--- config.mk ---
export PLATFORM = sky130hd
export DESIGN_NAME = seven_segment_monitor
export DESIGN_NICKNAME = d
export VERILOG_FILES = /design/src/rtl/seven_segment_monitor.sv
export SDC_FILE = /design/constraint.sdc
export NUM_CORES = 1
export LEC_CHECK = 0
export BUFFER_PORTS_ARGS = -buffer_cell sky130_fd_sc_hd__buf_2
export CAP_MARGIN = 20
export CORE_MARGIN = 4
export CORE_UTILIZATION = 51
export CTS_BUF_LIST = sky130_fd_sc_hd__clkbuf_16
export DETAILED_ROUTE_END_ITERATION = 7
export PLACE_DENSITY = 0.76
export SYNTH_ARGS = -nofsm -noshare
export SYNTH_HDL_FRONTEND = slang
export SYNTH_SLANG_ARGS = --single-unit
export TNS_END_PERCENT = 1
--- constraint.sdc ---
create_clock -name clk -period 2.5 [get_ports clk]
set_input_delay 0.125 -clock clk [delete_from_list [all_inputs] [get_ports clk]]
set_output_delay 0.125 -clock clk [all_outputs]
set_load 0.02 [all_outputs]
--- src/rtl/seven_segment_monitor.sv ---
// -----------------------------------------------------------------------------
// seven_segment_monitor
// Receive-side checker for a 7-segment digit display. Synchronizes and
// deglitches the segment bus, decodes stable patterns to BCD, checks the 0..9
// wrap sequence and measures the interval between accepted digits.
//
// Optional feature macro: SEGMON_PERIOD_CHECK_EN (period tolerance check).
//
// Ports:
//   clk              system clock
//   reset_n          asynchronous active-low reset
//   segments_in      [6:0] segment bus (bit6..bit0 = segments 7..1), async
//   clear            sync clear: FSM to IDLE, err_count=0, period_valid=0
//   expected_period  [CNT_W-1:0] nominal cycles per digit (macro only)
//   digit_out        [3:0] last accepted decoded digit
//   digit_valid      digit_out holds a legal digit
//   new_digit        pulse on each accepted legal digit
//   invalid_pattern  pulse on an accepted non-digit, non-blank pattern
//   period_out       [CNT_W-1:0] cycles between the last two accepted digits
//   period_valid     period_out is meaningful
//   seq_err          pulse: digit is not the successor of the previous one
//   err_count        [ERR_W-1:0] saturating count of seq_err + invalid_pattern
//   timing_err       pulse: period outside tolerance (macro only, else 0)
// -----------------------------------------------------------------------------
module seven_segment_monitor #(
  parameter int unsigned STABLE_CYCLES = 4,
  parameter int unsigned CNT_W         = 24,
  parameter int unsigned ERR_W         = 8,
  parameter int unsigned TOL           = 2
) (
  input  logic             clk,
  input  logic             reset_n,
  input  logic [6:0]       segments_in,
  input  logic             clear,
  input  logic [CNT_W-1:0] expected_period,
  output logic [3:0]       digit_out,
  output logic             digit_valid,
  output logic             new_digit,
  output logic             invalid_pattern,
  output logic [CNT_W-1:0] period_out,
  output logic             period_valid,
  output logic             seq_err,
  output logic [ERR_W-1:0] err_count,
  output logic             timing_err
);

  localparam int unsigned SEG_W  = 7;
  localparam int unsigned STAB_W = $clog2(STABLE_CYCLES + 1);
  localparam int unsigned DIFF_W = CNT_W + 1;

  localparam logic [STAB_W-1:0] STAB_MAX = STAB_W'(STABLE_CYCLES - 1);
  localparam logic [CNT_W-1:0]  CNT_MAX  = '1;
  localparam logic [ERR_W-1:0]  ERR_MAX  = '1;
  localparam logic [SEG_W-1:0]  BLANK    = '0;

  typedef enum logic [1:0] {
    IDLE  = 2'd0,
    FIRST = 2'd1,
    TRACK = 2'd2
  } state_t;

  state_t state_q, state_d;

  logic [SEG_W-1:0]  sync1_q, sync2_q, cand_q, acc_q;
  logic [STAB_W-1:0] stab_q;
  logic [CNT_W-1:0]  ivl_q;

  logic              accept_c;
  logic [CNT_W-1:0]  ivl_inc_c;
  logic [4:0]        dec_c;
  logic              dec_legal_c;
  logic [3:0]        dec_digit_c;
  logic [3:0]        succ_c;
  logic [ERR_W-1:0]  err_inc_c;
  logic              timing_c;

  logic [3:0]        digit_d;
  logic              digit_valid_d, new_digit_d, invalid_d;
  logic [CNT_W-1:0]  period_d;
  logic              period_valid_d, seq_err_d, timing_d;
  logic [ERR_W-1:0]  err_d;

  // Pattern decode: {legal, digit}; blank and unknown patterns are not legal.
  function automatic logic [4:0] decode(input logic [SEG_W-1:0] seg);
    case (seg)
      7'h3F:   decode = {1'b1, 4'd0};
      7'h06:   decode = {1'b1, 4'd1};
      7'h5B:   decode = {1'b1, 4'd2};
      7'h4F:   decode = {1'b1, 4'd3};
      7'h66:   decode = {1'b1, 4'd4};
      7'h6D:   decode = {1'b1, 4'd5};
      7'h7C:   decode = {1'b1, 4'd6};
      7'h07:   decode = {1'b1, 4'd7};
      7'h7F:   decode = {1'b1, 4'd8};
      7'h67:   decode = {1'b1, 4'd9};
      default: decode = 5'b0_0000;
    endcase
  endfunction

  assign dec_c       = decode(cand_q);
  assign dec_legal_c = dec_c[4];
  assign dec_digit_c = dec_c[3:0];

  // A candidate that has held for STABLE_CYCLES synced samples and differs
  // from the accepted pattern is accepted this cycle.
  assign accept_c = (sync2_q == cand_q) && (stab_q == STAB_MAX) && (cand_q != acc_q);

  // Interval as seen at this edge: counter value it would advance to, so two
  // accepts N cycles apart report N.
  assign ivl_inc_c = (ivl_q == CNT_MAX) ? ivl_q : ivl_q + CNT_W'(1);
  assign succ_c    = (digit_out == 4'd9) ? 4'd0 : digit_out + 4'd1;
  assign err_inc_c = (err_count == ERR_MAX) ? err_count : err_count + ERR_W'(1);

`ifdef SEGMON_PERIOD_CHECK_EN
  // |interval - expected| in one extra bit so the subtraction cannot wrap.
  logic [DIFF_W-1:0] diff_c;
  assign diff_c   = (ivl_inc_c >= expected_period)
                  ? ({1'b0, ivl_inc_c} - {1'b0, expected_period})
                  : ({1'b0, expected_period} - {1'b0, ivl_inc_c});
  assign timing_c = (diff_c > DIFF_W'(TOL));
`else
  logic unused_expected_period;
  assign unused_expected_period = ^expected_period;
  assign timing_c = 1'b0;
`endif

  // Synchronizer, deglitch filter and interval counter.
  always_ff @(posedge clk or negedge reset_n) begin
    if (!reset_n) begin
      sync1_q <= '0;
      sync2_q <= '0;
      cand_q  <= '0;
      stab_q  <= '0;
      acc_q   <= '0;
      ivl_q   <= '0;
    end else begin
      sync1_q <= segments_in;
      sync2_q <= sync1_q;
      if (sync2_q != cand_q) begin
        cand_q <= sync2_q;
        stab_q <= '0;
      end else if (stab_q != STAB_MAX) begin
        stab_q <= stab_q + STAB_W'(1);
      end
      if (accept_c) begin
        acc_q <= cand_q;
      end
      ivl_q <= accept_c ? '0 : ivl_inc_c;
    end
  end

  // FSM state and registered outputs.
  always_ff @(posedge clk or negedge reset_n) begin
    if (!reset_n) begin
      state_q         <= IDLE;
      digit_out       <= '0;
      digit_valid     <= 1'b0;
      new_digit       <= 1'b0;
      invalid_pattern <= 1'b0;
      period_out      <= '0;
      period_valid    <= 1'b0;
      seq_err         <= 1'b0;
      err_count       <= '0;
      timing_err      <= 1'b0;
    end else begin
      state_q         <= state_d;
      digit_out       <= digit_d;
      digit_valid     <= digit_valid_d;
      new_digit       <= new_digit_d;
      invalid_pattern <= invalid_d;
      period_out      <= period_d;
      period_valid    <= period_valid_d;
      seq_err         <= seq_err_d;
      err_count       <= err_d;
      timing_err      <= timing_d;
    end
  end

  // Next state and next output values.
  always_comb begin
    state_d        = state_q;
    digit_d        = digit_out;
    digit_valid_d  = digit_valid;
    new_digit_d    = 1'b0;
    invalid_d      = 1'b0;
    period_d       = period_out;
    period_valid_d = period_valid;
    seq_err_d      = 1'b0;
    err_d          = err_count;
    timing_d       = 1'b0;

    if (clear) begin
      // A same-cycle accept still updates the shown digit but raises nothing.
      state_d        = IDLE;
      err_d          = '0;
      period_valid_d = 1'b0;
      if (accept_c) begin
        digit_valid_d = dec_legal_c;
        if (dec_legal_c) begin
          digit_d = dec_digit_c;
        end
      end
    end else if (accept_c) begin
      if (cand_q == BLANK) begin
        digit_valid_d = 1'b0;
        state_d       = IDLE;
      end else if (!dec_legal_c) begin
        invalid_d     = 1'b1;
        digit_valid_d = 1'b0;
        err_d         = err_inc_c;
        state_d       = IDLE;
      end else begin
        new_digit_d   = 1'b1;
        digit_d       = dec_digit_c;
        digit_valid_d = 1'b1;
        case (state_q)
          IDLE: begin
            state_d        = FIRST;
            period_valid_d = 1'b0;
          end
          FIRST, TRACK: begin
            state_d        = TRACK;
            period_d       = ivl_inc_c;
            period_valid_d = 1'b1;
            timing_d       = timing_c;
            if (dec_digit_c != succ_c) begin
              seq_err_d = 1'b1;
              err_d     = err_inc_c;
            end
          end
          default: state_d = IDLE;
        endcase
      end
    end
  end

endmodule

# Word-level counts from Yosys, hierarchy flattened
# Cells that the tools add are included.
[totals]
regBits = 98
in_bits = 34
[classes]
n_addsub = 4
n_eq_ne = 24
mux = 45
bitwise_logic = 2
n_reduce_logical = 13
[op_table]
columns = ["op", "n"]
rows = [
  ["$mux W8", 7],
  ["$pmux W5 S10", 1],
  ["$eq A7 B7 Y1 const B", 7],
  ["$mux W24", 2],
  ["$add A24 B1 Y24 const B", 1],
  ["$eq A24 B24 Y1 const B", 1],
  ["$mux W4", 6],
  ["$mux W1", 21],
  ["$eq A7 B3 Y1 const B", 2],
  ["$ne A7 B7 Y1", 2],
  ["$ne A3 B2 Y1 const B", 3],
  ["$add A8 B1 Y8 const B", 1],
  ["$eq A8 B8 Y1 const B", 1],
  ["$mux W2", 4],
  ["$reduce_and A4 Y1", 2],
  ["$eq A7 B6 Y1 const B", 1],
  ["$eq A7 B7 Y1", 1],
  ["$logic_not A7 Y1", 1],
  ["$mux W3", 2],
  ["$reduce_bool A2 Y1", 3],
  ["$reduce_and A5 Y1", 1],
  ["$add A4 B1 Y4 const B", 1],
  ["$eq A4 B4 Y1 const B", 1],
  ["$ne A4 B4 Y1", 1],
  ["13 further kinds", 15],
]

# Logic depth before layout (Yosys ltp)
[depth]
word_depth = 9
depth_mapped = 11
depth_no_buf = 7

# Worst setup path after synthesis
# Ideal clock, no wire load.
[synth_timing]
kind = "reg2reg"
start = "reg cand_q[3]"
end = "reg err_count[6]"
t_arrival_ns = 2.375
path_slack_ns = 0.000
path_stages_with_launch = 10
n_path_buf = 2
period_less_slack_ns = 2.500
path_cell_list = "dfrtp_1 -> buf_6 -> or3b_1 -> a211o_1 -> nand2b_2 -> o22ai_1 -> o211a_1 -> buf_6 -> nor4_1 -> mux2_2"
[synth_via]
elab_chain_cells = 6
elab_cells_between_ends = 26
cone_classes = "eq/ne: 16; mux: 5; reduce/logical: 5"
[synth_rtl]
columns = ["element", "line", "text"]
rows = [
  ["from (decl)", "64", "logic [SEG_W-1:0] sync1_q, sync2_q, cand_q, acc_q;"],
  ["from (signal assigned)", "140", "cand_q <= sync2_q;"],
  ["branches (longest 6 deep; another with $pmux W5 S10)", "-", ""],
  ["to (signal assigned)", "174", "err_count <= err_d;"],
  ["to (decl)", "43", "output logic [ERR_W-1:0] err_count,"],
]
# Parallel ways; which one is timed is not known. The select of a mux whose other input is x is not followed.
# A chain may end at the register's enable or synchronous reset.

# Worst setup path after layout
[layout_timing]
start = "reg cand_q[4]"
end = "reg period_out[4]"
[layout_via]
elab_chain_cells = 4
elab_cells_between_ends = 18
cone_classes = "eq/ne: 12; mux: 1; bitwise: 1; reduce/logical: 4"
[layout_rtl]
columns = ["element", "line", "text"]
rows = [
  ["branches (longest 3 deep; another with $pmux W5 S10)", "-", ""],
  ["$reduce_and A5 Y1 (no source line) (*)", "-", ""],
  ["to (signal assigned)", "171", "period_out <= period_d;"],
  ["to (decl)", "40", "output logic [CNT_W-1:0] period_out,"],
]
# Mark *: on every way between the ends.

==> run_summary.xml <==
<?xml version="1.0" encoding="UTF-8"?>
<metrics>
  <group name="outcome">
    <metric name="outcome" unit="">finished, final reports clean</metric>
  </group>
  <group name="timing">
    <metric name="timing.final.setup_violations" unit="">0</metric>
    <metric name="grt_setup_unrepaired" unit="">true</metric>
    <metric name="slew_headroom" unit="%">53.9</metric>
    <metric name="total_count_of_hold_check_failures_in_the_final_report" unit="">0</metric>
    <metric name="setup_slack" unit="ns">0.0275</metric>
    <metric name="post-route-min-period" unit="ns">2.47</metric>
    <metric name="worst_pin_slew" unit="ns">0.690</metric>
    <metric name="setup_tns" unit="ns">0</metric>
    <metric name="timing.final.crit_share" unit="%">98.9</metric>
    <metric name="max_clock_freq" unit="GHz">0.404</metric>
    <metric name="fin_worst_skew" unit="ns">0.00915</metric>
    <metric name="timing_max_transition_violations_final" unit="">0</metric>
  </group>
  <group name="min_path">
    <metric name="min_path_type" unit="">primary input to register</metric>
  </group>
  <group name="routing">
    <metric name="avgRoutedWirePerCell" unit="µm">15.5</metric>
    <metric name="vias" unit="">3485</metric>
    <metric name="route.final.wire_length" unit="µm">9890</metric>
    <metric name="avgViaCountPerCell" unit="">5.45</metric>
    <metric name="firstDrtPassIters" unit="">4</metric>
    <metric name="route.detailed.drc" unit="">0</metric>
    <metric name="drtIter0Drc" unit="">152</metric>
    <metric name="ant_nets" unit="">0</metric>
  </group>
  <group name="final_layout">
    <metric name="layoutNonFillerInstCount" unit="">639</metric>
    <metric name="layout.cells.most_common" unit="">sky130_fd_sc_hd__dfrtp_1</metric>
    <metric name="area_growth_syn_to_layout" unit="%">23.2</metric>
    <metric name="num_antenna_cells" unit="">0</metric>
    <metric name="fraction_of_layout_instances_using_a_drive_strength_above_1" unit="%">28.1</metric>
    <metric name="most_used_cells_in_the_layout_excluding_fill_and_tap_cells" unit="">92 x sky130_fd_sc_hd__dfrtp_1, 66 x sky130_fd_sc_hd__nor2_1, 50 x sky130_fd_sc_hd__buf_2</metric>
    <metric name="finish.net_count" unit="">566</metric>
    <metric name="final.fill_count" unit="">662</metric>
  </group>
  <group name="critical_path">
    <metric name="critPathCaptureType" unit="">register</metric>
    <metric name="path_common_cell" unit="">sky130_fd_sc_hd__buf_4</metric>
    <metric name="timing.critical_path.slowest_stage_cell" unit="">sky130_fd_sc_hd__dfrtp_2</metric>
    <metric name="timing.setup.critical_path_class" unit="">register to register</metric>
    <metric name="crit_path_max_incr_delay" unit="ns">0.44</metric>
    <metric name="crit_arrival" unit="ns">2.72</metric>
    <metric name="crit_buf_inv" unit="">3</metric>
    <metric name="critical_path.max_fanout" unit="">12</metric>
    <metric name="worst_path_dominant_cell_family" unit="">simple AND/OR/NAND/NOR gates</metric>
    <metric name="path_cells" unit="">or2_4 -&gt; buf_4 -&gt; or3_1 -&gt; a21oi_1 -&gt; or3_4 -&gt; buf_4 -&gt; and4b_4 -&gt; buf_12 -&gt; mux2i_2</metric>
    <metric name="critPathRequiredTime" unit="ns">2.75</metric>
    <metric name="start_kind" unit="">register</metric>
  </group>
  <group name="floorplan">
    <metric name="io-pin-count" unit="">76</metric>
    <metric name="placement_rows" unit="">34</metric>
    <metric name="die_x" unit="µm">103</metric>
    <metric name="die_area" unit="µm²">10500</metric>
    <metric name="core_region_area" unit="µm²">8720</metric>
    <metric name="floorplan.die.height" unit="µm">103</metric>
    <metric name="start_util" unit="%">52.4</metric>
  </group>
  <group name="power">
    <metric name="p_leak" unit="nW">2.64</metric>
    <metric name="vdd_drop_max" unit="mV">0.301</metric>
    <metric name="swShare" unit="%">23.4</metric>
    <metric name="seqPwrFrac" unit="%">52.6</metric>
    <metric name="total_switching_power" unit="mW">0.720</metric>
    <metric name="clock_power_share" unit="%">42.2</metric>
    <metric name="post-layout-total-power" unit="mW">3.08</metric>
    <metric name="p_int" unit="mW">2.36</metric>
    <metric name="pwr_density_cell" unit="nW/µm²">546</metric>
    <metric name="power.share.combinational" unit="%">5.1</metric>
  </group>
  <group name="global_route">
    <metric name="global_route.usage.total" unit="%">18.7</metric>
    <metric name="use_met3" unit="%">3.99</metric>
    <metric name="grt_pass1_vias" unit="">3377</metric>
    <metric name="grt_pass1_wl" unit="µm">15600</metric>
    <metric name="grt_most_used_layer" unit="">met2</metric>
    <metric name="overflow" unit="">0</metric>
    <metric name="grt_max_degree" unit="">48</metric>
    <metric name="met1_usage" unit="%">23.8</metric>
    <metric name="grt.met2_usage" unit="%">31.7</metric>
    <metric name="antenna_violations_before_repair" unit="">0</metric>
  </group>
  <group name="clock_tree">
    <metric name="clk-insertion-delay-late" unit="ns">0.34</metric>
    <metric name="tritoncts" unit="">yes</metric>
    <metric name="clock_sinks" unit="">98</metric>
    <metric name="clock_tree.root_cell" unit="">sky130_fd_sc_hd__clkbuf_16</metric>
    <metric name="cts_made_buffers" unit="">9</metric>
    <metric name="clkSlewWorstSetupHoldPaths" unit="ns">0.07</metric>
    <metric name="clock_tree.htree_level_count" unit="">3</metric>
    <metric name="ctsLongestPathBuffers" unit="">2</metric>
  </group>
  <group name="placed_design">
    <metric name="post-place-ws" unit="ns">-0.0854</metric>
    <metric name="hpwlAfterDp" unit="µm">6370</metric>
    <metric name="port_buffers" unit="">50</metric>
    <metric name="placed_cells" unit="">605</metric>
    <metric name="routabilityCongestion" unit="">0.918</metric>
  </group>
  <group name="synth">
    <metric name="synth_area_per_cell" unit="µm²">10.3</metric>
    <metric name="synth_async_sr_flop_share" unit="%">100</metric>
    <metric name="syn-cell-area" unit="µm²">4570</metric>
    <metric name="synth-warning-count" unit="">0</metric>
    <metric name="synth_fp_nets" unit="">483</metric>
    <metric name="seq_area_frac_synth" unit="%">53.7</metric>
    <metric name="netlist_instances" unit="">443</metric>
    <metric name="synth-edff-count" unit="">0</metric>
    <metric name="synth_flop_cell" unit="">sky130_fd_sc_hd__dfrtp_1</metric>
    <metric name="ys_seq_elements" unit="">98</metric>
    <metric name="netlist-cell-type-count" unit="">54</metric>
  </group>
  <group name="job">
    <metric name="max-cap-violations" unit="">0</metric>
  </group>
</metrics>
## Yosys cell counts, drive strengths merged, types with 3 or more instances
cell type  instances  share of area, %
or2                3              0.41
nor2              67               5.5
buf               16               2.5
clkbuf            14               1.1
nand3             17               2.0
xnor2             16               3.1
inv               13               1.1
mux2              10               2.5
dfrtp             98                54
xor2              26               5.0
o21ai              9              0.99
nor2b              3              0.41
nor4               6              0.96
nand4             10               1.4
and2               5              0.68
or4                5              0.82
a21oi             33               3.6
mux2i              7               1.5
o31ai              7               1.1
and3               6              0.82
nand2b             7               1.0
or3                4              0.55
ha                 6               1.6
nor3               4              0.55
nand3b             3              0.49
nand2             24               2.0
## repair_timing
action	CTS	global route
hold buffers	8	0
endpoints found under the hold margin	51	0
endpoints found under the setup margin	34	39
pin swaps	1	3
resized for setup	5	28
setup buffers	0	7
cloned	0	3
## stage by stage
stage	hold slack [ns]	util (%)	area (µm²)
floorplan	-0.171	-	4570
global placement	0.157	58.0	5060
detailed placement	0.168	58.0	5060
CTS	0.153	62.2	5420
global route	0.173	64.6	5630
finish	0.156	64.6	5630
## layer usage
metal	wire [µm]	part of all wire [%]	vias up
met5	0	0	-
met4	148	1.5	0
met3	378	3.8	13
met2	5070	51	67
met1	4300	43	1724
li1	-	-	1681
## state kept, by name (all words and copies together), names as in the netlist
register and cells:
ivl_q 24, period_out 24, err_count 8, acc_q 7, cand_q 7, sync1_q 7, sync2_q 7, digit_out 4
stab_q 3, state_q 2, digit_valid 1, invalid_pattern 1, new_digit 1, period_valid 1, seq_err 1
## cell families after synthesis
| logic type | after synthesis | synth area share [%] |
|---|---|---|
| buf+inv | 43 | 4.76 |
| xor+xnor | 42 | 8.05 |
| fa+ha+maj | 6 | 1.64 |
| mux | 17 | 4.00 |
| other cells | 1 | 0.0820 |
| compound gates | 62 | 8.13 |
| flops | 98 | 53.7 |
| simple gates | 174 | 19.7 |
## power groups by stage
stage	logic (mW)	registers (mW)	clock network (mW)
finish	0.158	1.62	1.30
global route	0.176	1.62	1.40
CTS	0.146	1.62	1.33
detailed placement	0.135	1.65	0
global placement	0.132	1.65	0
floorplan	0.0743	1.64	0
## area by class of cell
class	count	area (µm²)	share of cell area (%)
clock inverter	7	53.8	0.955
clock buffer	9	225	4.00
multi-input combinational	302	1990	35.3
tap	108	135	2.40
sequential	98	2460	43.7
timing repair buffer	102	719	12.8
inverter	13	48.8	0.866
## worst paths after layout
| kind | start | to | slack [ns] | cells after the start |
|---|---|---|---|---|
| setup / recovery | cand_q[4]$_DFFE_PN0N_ | period_out[4]$_DFFE_PN0P_ | 0.03 | 9 |
| hold / removal | clear | err_count[3]$_DFFE_PN0P_ | 0.16 | 2 |
| setup reg to reg | cand_q[4]$_DFFE_PN0N_ | period_out[4]$_DFFE_PN0P_ | 0.03 | 9 |
| hold reg to reg | sync1_q[0]$_DFF_PN0_ | sync2_q[0]$_DFF_PN0_ | 0.34 | 0 |
| max in group asynchronous | reset_n | cand_q[5]$_DFFE_PN0N_ | 1.42 | 3 |
| min in group asynchronous | reset_n | sync2_q[3]$_DFF_PN0_ | 0.33 | 2 |
Power figures use the tool's default switching activity.
